File: config.mk
export PLATFORM = sky130hd
export DESIGN_NAME = branch_predict_unit_flat
export DESIGN_NICKNAME = d
export VERILOG_FILES = /design/src/rtl/branch_predict_unit_pkg.sv /design/src/rtl/branch_predict_unit_if.sv /design/src/rtl/branch_predict_unit_branch_compare.sv /design/src/rtl/branch_predict_unit.sv /design/src/flat_wrapper.sv
export SDC_FILE = /design/constraint.sdc
export NUM_CORES = 1
export LEC_CHECK = 0
export ABC_AREA = 1
export CAP_MARGIN = 20
export CORE_ASPECT_RATIO = 1.1
export CORE_MARGIN = 3
export CORE_UTILIZATION = 63
export CTS_BUF_LIST = sky130_fd_sc_hd__clkbuf_8
export DETAILED_ROUTE_END_ITERATION = 7
export PLACE_DENSITY = 0.9
export RECOVER_POWER = 25
export SETUP_SLACK_MARGIN = 0.1
export SYNTH_ARGS = -nofsm -noshare
export SYNTH_HDL_FRONTEND = slang
export SYNTH_SLANG_ARGS = --single-unit
File: constraint.sdc
create_clock -name clk -period 19.4 [get_ports clk]
set_clock_uncertainty 0.15 [all_clocks]
set_input_delay 1.94 -clock clk [delete_from_list [all_inputs] [get_ports clk]]
set_output_delay 1.94 -clock clk [all_outputs]
set_load 0.1 [all_outputs]
File: src/rtl/branch_predict_unit_pkg.sv
// rtl/branch_predict_unit_pkg.sv - shared opcode/counter constants and branch condition helper
package branch_predict_unit_pkg;

    localparam logic [3:0] OP_BGT = 4'b1000;
    localparam logic [3:0] OP_BLT = 4'b1001;
    localparam logic [3:0] OP_BEQ = 4'b1010;
    localparam logic [3:0] OP_BNE = 4'b1011;

    localparam logic [1:0] CTR_SNT = 2'b00;
    localparam logic [1:0] CTR_WNT = 2'b01;
    localparam logic [1:0] CTR_WT  = 2'b10;
    localparam logic [1:0] CTR_ST  = 2'b11;

    // Operands are widened to this width by the caller (sign- or zero-extended
    // to match the comparison mode) so one function serves every DATA_W.
    localparam int CMP_W = 64;

    function automatic logic is_branch_op(input logic [3:0] op);
        return op[3:2] == 2'b10;
    endfunction

    function automatic logic branch_cond(input logic [3:0] op,
                                         input logic [CMP_W-1:0] rd,
                                         input logic [CMP_W-1:0] rs,
                                         input logic signed_cmp);
        logic gt;
        logic lt;
        logic res;
        if (signed_cmp) begin
            gt = $signed(rd) > $signed(rs);
            lt = $signed(rd) < $signed(rs);
        end else begin
            gt = rd > rs;
            lt = rd < rs;
        end
        case (op)
            OP_BGT:  res = gt;
            OP_BLT:  res = lt;
            OP_BEQ:  res = (rd == rs);
            OP_BNE:  res = (rd != rs);
            default: res = 1'b0;
        endcase
        return res;
    endfunction

endpackage

File: src/rtl/branch_predict_unit_if.sv
// rtl/branch_predict_unit_if.sv - fetch prediction and resolve/flush signal bundle
interface branch_predict_unit_if #(
    parameter int DATA_W = 16,
    parameter int PC_W   = 16
);
    logic [PC_W-1:0]   fetch_pc;
    logic              pred_taken;
    logic [PC_W-1:0]   pred_target;
    logic              res_valid;
    logic [3:0]        res_opcode;
    logic [DATA_W-1:0] res_rd;
    logic [DATA_W-1:0] res_rs;
    logic [DATA_W-1:0] res_imm;
    logic [PC_W-1:0]   res_pc;
    logic              res_pred_taken;
    logic [PC_W-1:0]   res_pred_target;
    logic              flush;
    logic [PC_W-1:0]   redirect_pc;
    logic              branch_taken;

    modport master (
        output fetch_pc, res_valid, res_opcode, res_rd, res_rs, res_imm, res_pc,
               res_pred_taken, res_pred_target,
        input  pred_taken, pred_target, flush, redirect_pc, branch_taken
    );

    modport slave (
        input  fetch_pc, res_valid, res_opcode, res_rd, res_rs, res_imm, res_pc,
               res_pred_taken, res_pred_target,
        output pred_taken, pred_target, flush, redirect_pc, branch_taken
    );
endinterface

File: src/rtl/branch_predict_unit_branch_compare.sv
// rtl/branch_predict_unit_branch_compare.sv - opcode/operand to actual branch outcome
import branch_predict_unit_pkg::*;

module branch_compare #(
    parameter int DATA_W     = 16,
    parameter bit SIGNED_CMP = 1'b0
) (
    input  logic [3:0]        opcode,
    input  logic [DATA_W-1:0] rd,
    input  logic [DATA_W-1:0] rs,
    output logic              taken
);
    logic [CMP_W-1:0] rd_ext;
    logic [CMP_W-1:0] rs_ext;

    // Widen operands in the same mode as the compare, then evaluate the condition
    always_comb begin
        if (SIGNED_CMP) begin
            rd_ext = CMP_W'($signed(rd));
            rs_ext = CMP_W'($signed(rs));
        end else begin
            rd_ext = CMP_W'(rd);
            rs_ext = CMP_W'(rs);
        end
        taken = branch_cond(opcode, rd_ext, rs_ext, SIGNED_CMP);
    end
endmodule

File: src/rtl/branch_predict_unit.sv
// rtl/branch_predict_unit.sv - branch resolve, BTB prediction and mispredict flush
import branch_predict_unit_pkg::*;

module branch_predict_unit #(
    parameter int DATA_W     = 16,
    parameter int PC_W       = 16,
    parameter int BTB_DEPTH  = 16,
    parameter bit SIGNED_CMP = 1'b0
) (
    input  logic               clk,
    input  logic               reset,
    branch_predict_unit_if.slave bus
);
    localparam int IDX_W = $clog2(BTB_DEPTH);
    localparam int TAG_W = PC_W - IDX_W;

    logic             btb_valid  [BTB_DEPTH];
    logic [TAG_W-1:0] btb_tag    [BTB_DEPTH];
    logic [PC_W-1:0]  btb_target [BTB_DEPTH];
    logic [1:0]       btb_ctr    [BTB_DEPTH];

    logic [IDX_W-1:0] fetch_idx;
    logic [TAG_W-1:0] fetch_tag;
    logic             fetch_hit;

    logic [IDX_W-1:0] res_idx;
    logic [TAG_W-1:0] res_tag;
    logic             res_hit;
    logic             res_is_branch;
    logic             res_taken;
    logic [PC_W-1:0]  imm_pc;
    logic [PC_W-1:0]  res_target;
    logic [PC_W-1:0]  res_next_pc;
    logic             mispredict;
    logic             accept;

    logic             flush_q;
    logic [PC_W-1:0]  redirect_q;
    logic             taken_q;

    assign fetch_idx = bus.fetch_pc[IDX_W-1:0];
    assign fetch_tag = bus.fetch_pc[PC_W-1:IDX_W];
    assign res_idx   = bus.res_pc[IDX_W-1:0];
    assign res_tag   = bus.res_pc[PC_W-1:IDX_W];

    branch_compare #(
        .DATA_W     (DATA_W),
        .SIGNED_CMP (SIGNED_CMP)
    ) u_compare (
        .opcode (bus.res_opcode),
        .rd     (bus.res_rd),
        .rs     (bus.res_rs),
        .taken  (res_taken)
    );

    // Fetch-side lookup: reads the registered BTB, so same-cycle updates are not seen
    always_comb begin
        fetch_hit       = btb_valid[fetch_idx] && (btb_tag[fetch_idx] == fetch_tag);
        bus.pred_taken  = fetch_hit && btb_ctr[fetch_idx][1];
        bus.pred_target = fetch_hit ? btb_target[fetch_idx] : bus.fetch_pc + PC_W'(1);
    end

    // Resolve-side evaluation of the actual path and the mispredict decision
    always_comb begin
        res_is_branch = is_branch_op(bus.res_opcode);
        res_hit       = btb_valid[res_idx] && (btb_tag[res_idx] == res_tag);
        imm_pc        = PC_W'($signed(bus.res_imm));
        res_target    = bus.res_pc + imm_pc;
        res_next_pc   = res_taken ? res_target : bus.res_pc + PC_W'(1);
        mispredict    = (bus.res_pred_taken != res_taken) ||
                        (res_taken && (bus.res_pred_target != res_target));
        // While flush is high the resolve stage holds a wrong-path instruction
        accept        = bus.res_valid && !flush_q;
    end

    // Registered flush/redirect and last branch outcome
    always_ff @(posedge clk or posedge reset) begin
        if (reset) begin
            flush_q    <= 1'b0;
            redirect_q <= '0;
            taken_q    <= 1'b0;
        end else begin
            flush_q <= accept && mispredict;
            if (accept) begin
                redirect_q <= res_next_pc;
            end
            if (accept && res_is_branch) begin
                taken_q <= res_taken;
            end
        end
    end

    // BTB training: counter/target update on hit, allocate on taken miss, drop aliases
    always_ff @(posedge clk or posedge reset) begin
        if (reset) begin
            for (int i = 0; i < BTB_DEPTH; i++) begin
                btb_valid[i]  <= 1'b0;
                btb_tag[i]    <= '0;
                btb_target[i] <= '0;
                btb_ctr[i]    <= CTR_WNT;
            end
        end else if (accept) begin
            if (res_is_branch) begin
                if (res_hit) begin
                    if (res_taken) begin
                        btb_ctr[res_idx]    <= (btb_ctr[res_idx] == CTR_ST) ? CTR_ST
                                               : btb_ctr[res_idx] + 2'd1;
                        btb_target[res_idx] <= res_target;
                    end else begin
                        btb_ctr[res_idx]    <= (btb_ctr[res_idx] == CTR_SNT) ? CTR_SNT
                                               : btb_ctr[res_idx] - 2'd1;
                    end
                end else if (res_taken) begin
                    btb_valid[res_idx]  <= 1'b1;
                    btb_tag[res_idx]    <= res_tag;
                    btb_target[res_idx] <= res_target;
                    btb_ctr[res_idx]    <= CTR_WT;
                end
            end else if (res_hit) begin
                btb_valid[res_idx] <= 1'b0;
            end
        end
    end

    assign bus.flush        = flush_q;
    assign bus.redirect_pc  = redirect_q;
    assign bus.branch_taken = taken_q;
endmodule

File: src/flat_wrapper.sv
// flat-port wrapper written by rule: the top's interface ports become plain ports
module branch_predict_unit_flat 
#(
    parameter int DATA_W     = 16,
    parameter int PC_W       = 16,
    parameter int BTB_DEPTH  = 16,
    parameter bit SIGNED_CMP = 1'b0
)
  (clk, reset, bus_fetch_pc, bus_res_valid, bus_res_opcode, bus_res_rd, bus_res_rs, bus_res_imm, bus_res_pc, bus_res_pred_taken, bus_res_pred_target, bus_pred_taken, bus_pred_target, bus_flush, bus_redirect_pc, bus_branch_taken);
  branch_predict_unit_if #(.DATA_W(DATA_W), .PC_W(PC_W)) bus_i ();
  input  logic clk;
  input  logic reset;
  input wire logic [$bits(bus_i.fetch_pc)-1:0] bus_fetch_pc;
  input wire logic [$bits(bus_i.res_valid)-1:0] bus_res_valid;
  input wire logic [$bits(bus_i.res_opcode)-1:0] bus_res_opcode;
  input wire logic [$bits(bus_i.res_rd)-1:0] bus_res_rd;
  input wire logic [$bits(bus_i.res_rs)-1:0] bus_res_rs;
  input wire logic [$bits(bus_i.res_imm)-1:0] bus_res_imm;
  input wire logic [$bits(bus_i.res_pc)-1:0] bus_res_pc;
  input wire logic [$bits(bus_i.res_pred_taken)-1:0] bus_res_pred_taken;
  input wire logic [$bits(bus_i.res_pred_target)-1:0] bus_res_pred_target;
  output wire logic [$bits(bus_i.pred_taken)-1:0] bus_pred_taken;
  output wire logic [$bits(bus_i.pred_target)-1:0] bus_pred_target;
  output wire logic [$bits(bus_i.flush)-1:0] bus_flush;
  output wire logic [$bits(bus_i.redirect_pc)-1:0] bus_redirect_pc;
  output wire logic [$bits(bus_i.branch_taken)-1:0] bus_branch_taken;
  assign bus_i.fetch_pc = bus_fetch_pc;
  assign bus_i.res_valid = bus_res_valid;
  assign bus_i.res_opcode = bus_res_opcode;
  assign bus_i.res_rd = bus_res_rd;
  assign bus_i.res_rs = bus_res_rs;
  assign bus_i.res_imm = bus_res_imm;
  assign bus_i.res_pc = bus_res_pc;
  assign bus_i.res_pred_taken = bus_res_pred_taken;
  assign bus_i.res_pred_target = bus_res_pred_target;
  assign bus_pred_taken = bus_i.pred_taken;
  assign bus_pred_target = bus_i.pred_target;
  assign bus_flush = bus_i.flush;
  assign bus_redirect_pc = bus_i.redirect_pc;
  assign bus_branch_taken = bus_i.branch_taken;
  branch_predict_unit #(.DATA_W(DATA_W), .PC_W(PC_W), .BTB_DEPTH(BTB_DEPTH), .SIGNED_CMP(SIGNED_CMP)) u_core (.clk(clk), .reset(reset), .bus(bus_i));
endmodule
==> metrics.md <==
| Metric | Value |
|---|---|
| Met3 WL post-DR | `approximately 14000 um` |
| Via/cell ratio | `6.15` |
| Worst Path Required | `about 17 ns` |
| Post-detailed-routing wire length | `roughly 100000 um` |
| Max-cap viol count | `5` |
| Layout Area Growth over Synthesis | `10.3%` |
| Cell row count | `a little over 80` |
| Critical Path Most Common Cell | `nand2_1` |
| Post-CTS Resized | `0` |
| Total Routing Usage GR | `0.390` |
| Simple-Gate Fraction of Synth Area | `0.237` |
| Crit path launch type | `primary input` |
| Largest net degree at the start of global routing | `~140` |
| Mux cell area share after synthesis | `0.00301` |
| Number of buffers created by CTS | `86` |
| Clock sinks | `a little over 500` |
| Leak | `roughly 16 nW` |
| Met1 WL | `~35000 um` |
| Pwr per Cell Area | `85.0 mW/mm2` |
| Synth cell types | `52` |
| Crit path kind | `in -> out` |
| Die ar. | `0.0502 mm2` |
| Arrival @ worst endpoint | `7.48 ns` |
| Seq/Total Area, Yosys | `0.430` |
| Status | `finished, violations left` |
| Global route overflow | `0` |
| RSZ-0062 raised after global routing | `false` |
| Adder-Cell Fraction of Synth Area | `0.0157` |
| Highest clock rate | `104 MHz` |
| Tcrit/Tclk final | `0.494` |
| Final setup vio count | `0` |
| Top_reg_cell synth | `dfrtp_1` |
| Min Hold Slack | `between 0.3 and 0.4 ns` |
| Vias in the first global route | `28300` |
| Layout cells sized above 1 | `0.0584` |
| Tightest Hold Check Type | `reg -> reg` |
| Worst path top cell family by delay | `buffers and inverters` |
| Top Ports | `139` |
| Die Ht | `between 200 and 250 um` |
| Synthesized area per cell | `7.09 um2` |
| Cts hold-fix bufs | `0` |
| Post-DP HPWL | `~62000 um` |
| Critical path, cell by cell | `buf_4 > buf_4 > buf_4 > a21oi_1 > o21ai_0 > o21ai_0 > nand2_1 > nand2_1 > inv_1 > a21oi_1 > or2_2 > nor2_1 > nand2_1 > nor2_1 > nand2_1 > o21ai_0 > clkdlybuf4s50_1` |
| Number of synthesized flops with an enable pin | `0` |
| Clock transition at the registers of the reported paths | `~0.060 ns` |
| Max layer used | `met5` |
| Root buffer cell | `clkbuf_8` |
| Post-synthesis compound-gate area fraction | `0.206` |
| Die Width | `~210 um` |
| Via count | `between 30000 and 40000` |
| Port Buffer Count | `~140` |
| Routability cong. | `roughly 1` |
| Clk_lat worst skew | `a little over 0.7 ns` |
| Worst path buffer plus inverter count | `5` |
| Clock buffer depth | `3` |
| FF+latch count, synth | `slightly above 500` |
| DRC Markers | `0` |
| CTS tree | `done` |
| Core box area | `about 0.047 mm2` |
| Met2 Wirelength | `~42000 um` |
| Wire per inst | `~20 um` |
| CP max-delay cell | `clkdlybuf4s50_1` |
| Final Hold Viols | `0` |
| Synth warn | `0` |
| Post-CTS Setup Bufs | `0` |
| Final Net Count | `4362` |
| Failing checks | `max-capacitance violations, max-slew violations` |
| Peak supply drop | `0.0630 mV` |
| Global-route wire length before repair | `between 150000 and 200000 um` |
| Setup_tns | `0 ns` |
| Largest family of logic cells by synthesized area | `simple AND/OR/NAND/NOR gates` |
| H-tree depth | `3` |
| Slowest cell delay on critical path | `around 1.2 ns` |
| Mapped Nets | `4365` |
| Final ANT Viol Nets | `0` |
| Ys async rst share | `1.00` |
| Fin. max-slew vios | `374` |
| Drt pass-1 iters | `7` |
| Initial Util | `0.639` |
| Fin crit period | `approximately 9.6 ns` |
| Crit path max fanout | `around 70` |
| Antenna violations before repair | `3` |
| Iter 0 DRT Violations | `4767` |
| Rel. slew slack | `-3.19` |
| Mapped Area | `approximately 0.03 mm2` |
| Mapped Cells | `approximately 4200` |
| Worst-Margin Slew | `around 6.3 ns` |
| Synth Area in XOR/XNOR | `0.0127` |
| CP Capture Type | `primary output` |
where the power goes:
part	total, W	internal, W	switching, W
clock network	0.000985	0.000523	0.000461
registers	0.00125	0.00119	0.0000600
logic	0.000579	0.000170	0.000409
Yosys cell counts, types with 28 or more instances:
cell type / instances / area share
o21a_1: 44 / 0.011
inv_1: 423 / 0.053
buf_2: 82 / 0.014
ha_1: 36 / 0.015
clkbuf_1: 162 / 0.020
o211ai_1: 45 / 0.011
o21ai_0: 714 / 0.12
xor2_1: 28 / 0.0082
nand2_1: 1265 / 0.16
nand4_1: 46 / 0.0096
dfrtp_1: 498 / 0.42
o21ai_1: 29 / 0.0048
a21oi_1: 269 / 0.045
nor2_1: 221 / 0.028
nand3_1: 171 / 0.029
layout make-up:
class,instances,area (um2)
antenna,1,2.50
clock buffer,110,1510
clock inverter,41,225
fill,3778,13800
inverter,433,1630
multi-input combinational,3002,14200
sequential,514,12900
tap,637,797
timing repair buffer,184,1740
routing by layer:
metal  GRT usage  vias to the layer above
li1            -                    13700
met1       0.494                    13800
met2       0.575                     2231
met3       0.124                      549
met4       0.249                        6
met5      0.0158                        -
cells by family after synthesis:
family,Yosys count
AND/OR/NAND/NOR,1759
multiplexers,8
flip-flops,514
XOR/XNOR,42
AO/OA/AOI/OAI,1156
buffers and inverters,708
adder cells (fa/ha/maj),37
worst register-to-register path: cells and delay by family (launching register included):
kind | cells | cell delay (ns)
simple gates | 14 | 2.82
flops | 1 | 0.40
compound gates | 1 | 0.47
registers in the layout (all words and copies together) (netlist names), named ones only:
name and flops:
u_core.bus.flush 1, u_core.btb_ctr 32, u_core.bus.branch_taken 1, u_core.bus.redirect_pc 16, u_core.btb_tag 192, u_core.btb_target 256
cell usage in the layout (no fill, tap or decap), drive strengths merged, types with 45 or more instances in the layout:
cell	instances
nand2	1269
o21ai	743
dfrtp	498
inv	456
a21oi	269
nor2	240
nand3	173
clkdlybuf4s50	133
clkbuf	114
nand4	47
buf	46
o211ai	45
metrics by stage:
step                       util  setup slack, ns  instance area (um2)  total power, W  std cells
after detailed placement  0.668            10.08                31300         0.00182       4767
final                     0.705             9.83                33000         0.00281       4922
after global routing      0.705             8.56                33000         0.00293       4921
after floorplan               -             2.98                30000         0.00164       4224
after global placement    0.667            10.21                31300         0.00180       4766
after CTS                 0.705            10.08                33000         0.00279       4918
worst paths after layout:
path                                                    from                                  to  slack [ns]  depth (start not counted)
max reg2reg                  u_core.btb_tag[116]$_DFFE_PP0P_     u_core.btb_tag[169]$_DFFE_PP0P_       15.46                         15
min in group asynchronous                              reset  u_core.btb_target[170]$_DFFE_PP0P_        3.53                          2
max in group asynchronous                              reset  u_core.btb_target[195]$_DFFE_PP0P_        9.90                          4
max                                          bus_fetch_pc[1]                  bus_pred_target[9]        9.83                         17
min                        u_core.btb_target[13]$_DFFE_PP0P_   u_core.btb_target[13]$_DFFE_PP0P_        0.32                          2
min reg2reg                u_core.btb_target[13]$_DFFE_PP0P_   u_core.btb_target[13]$_DFFE_PP0P_        0.32                          2
No activity file was read; power rests on OpenSTA's default activity.
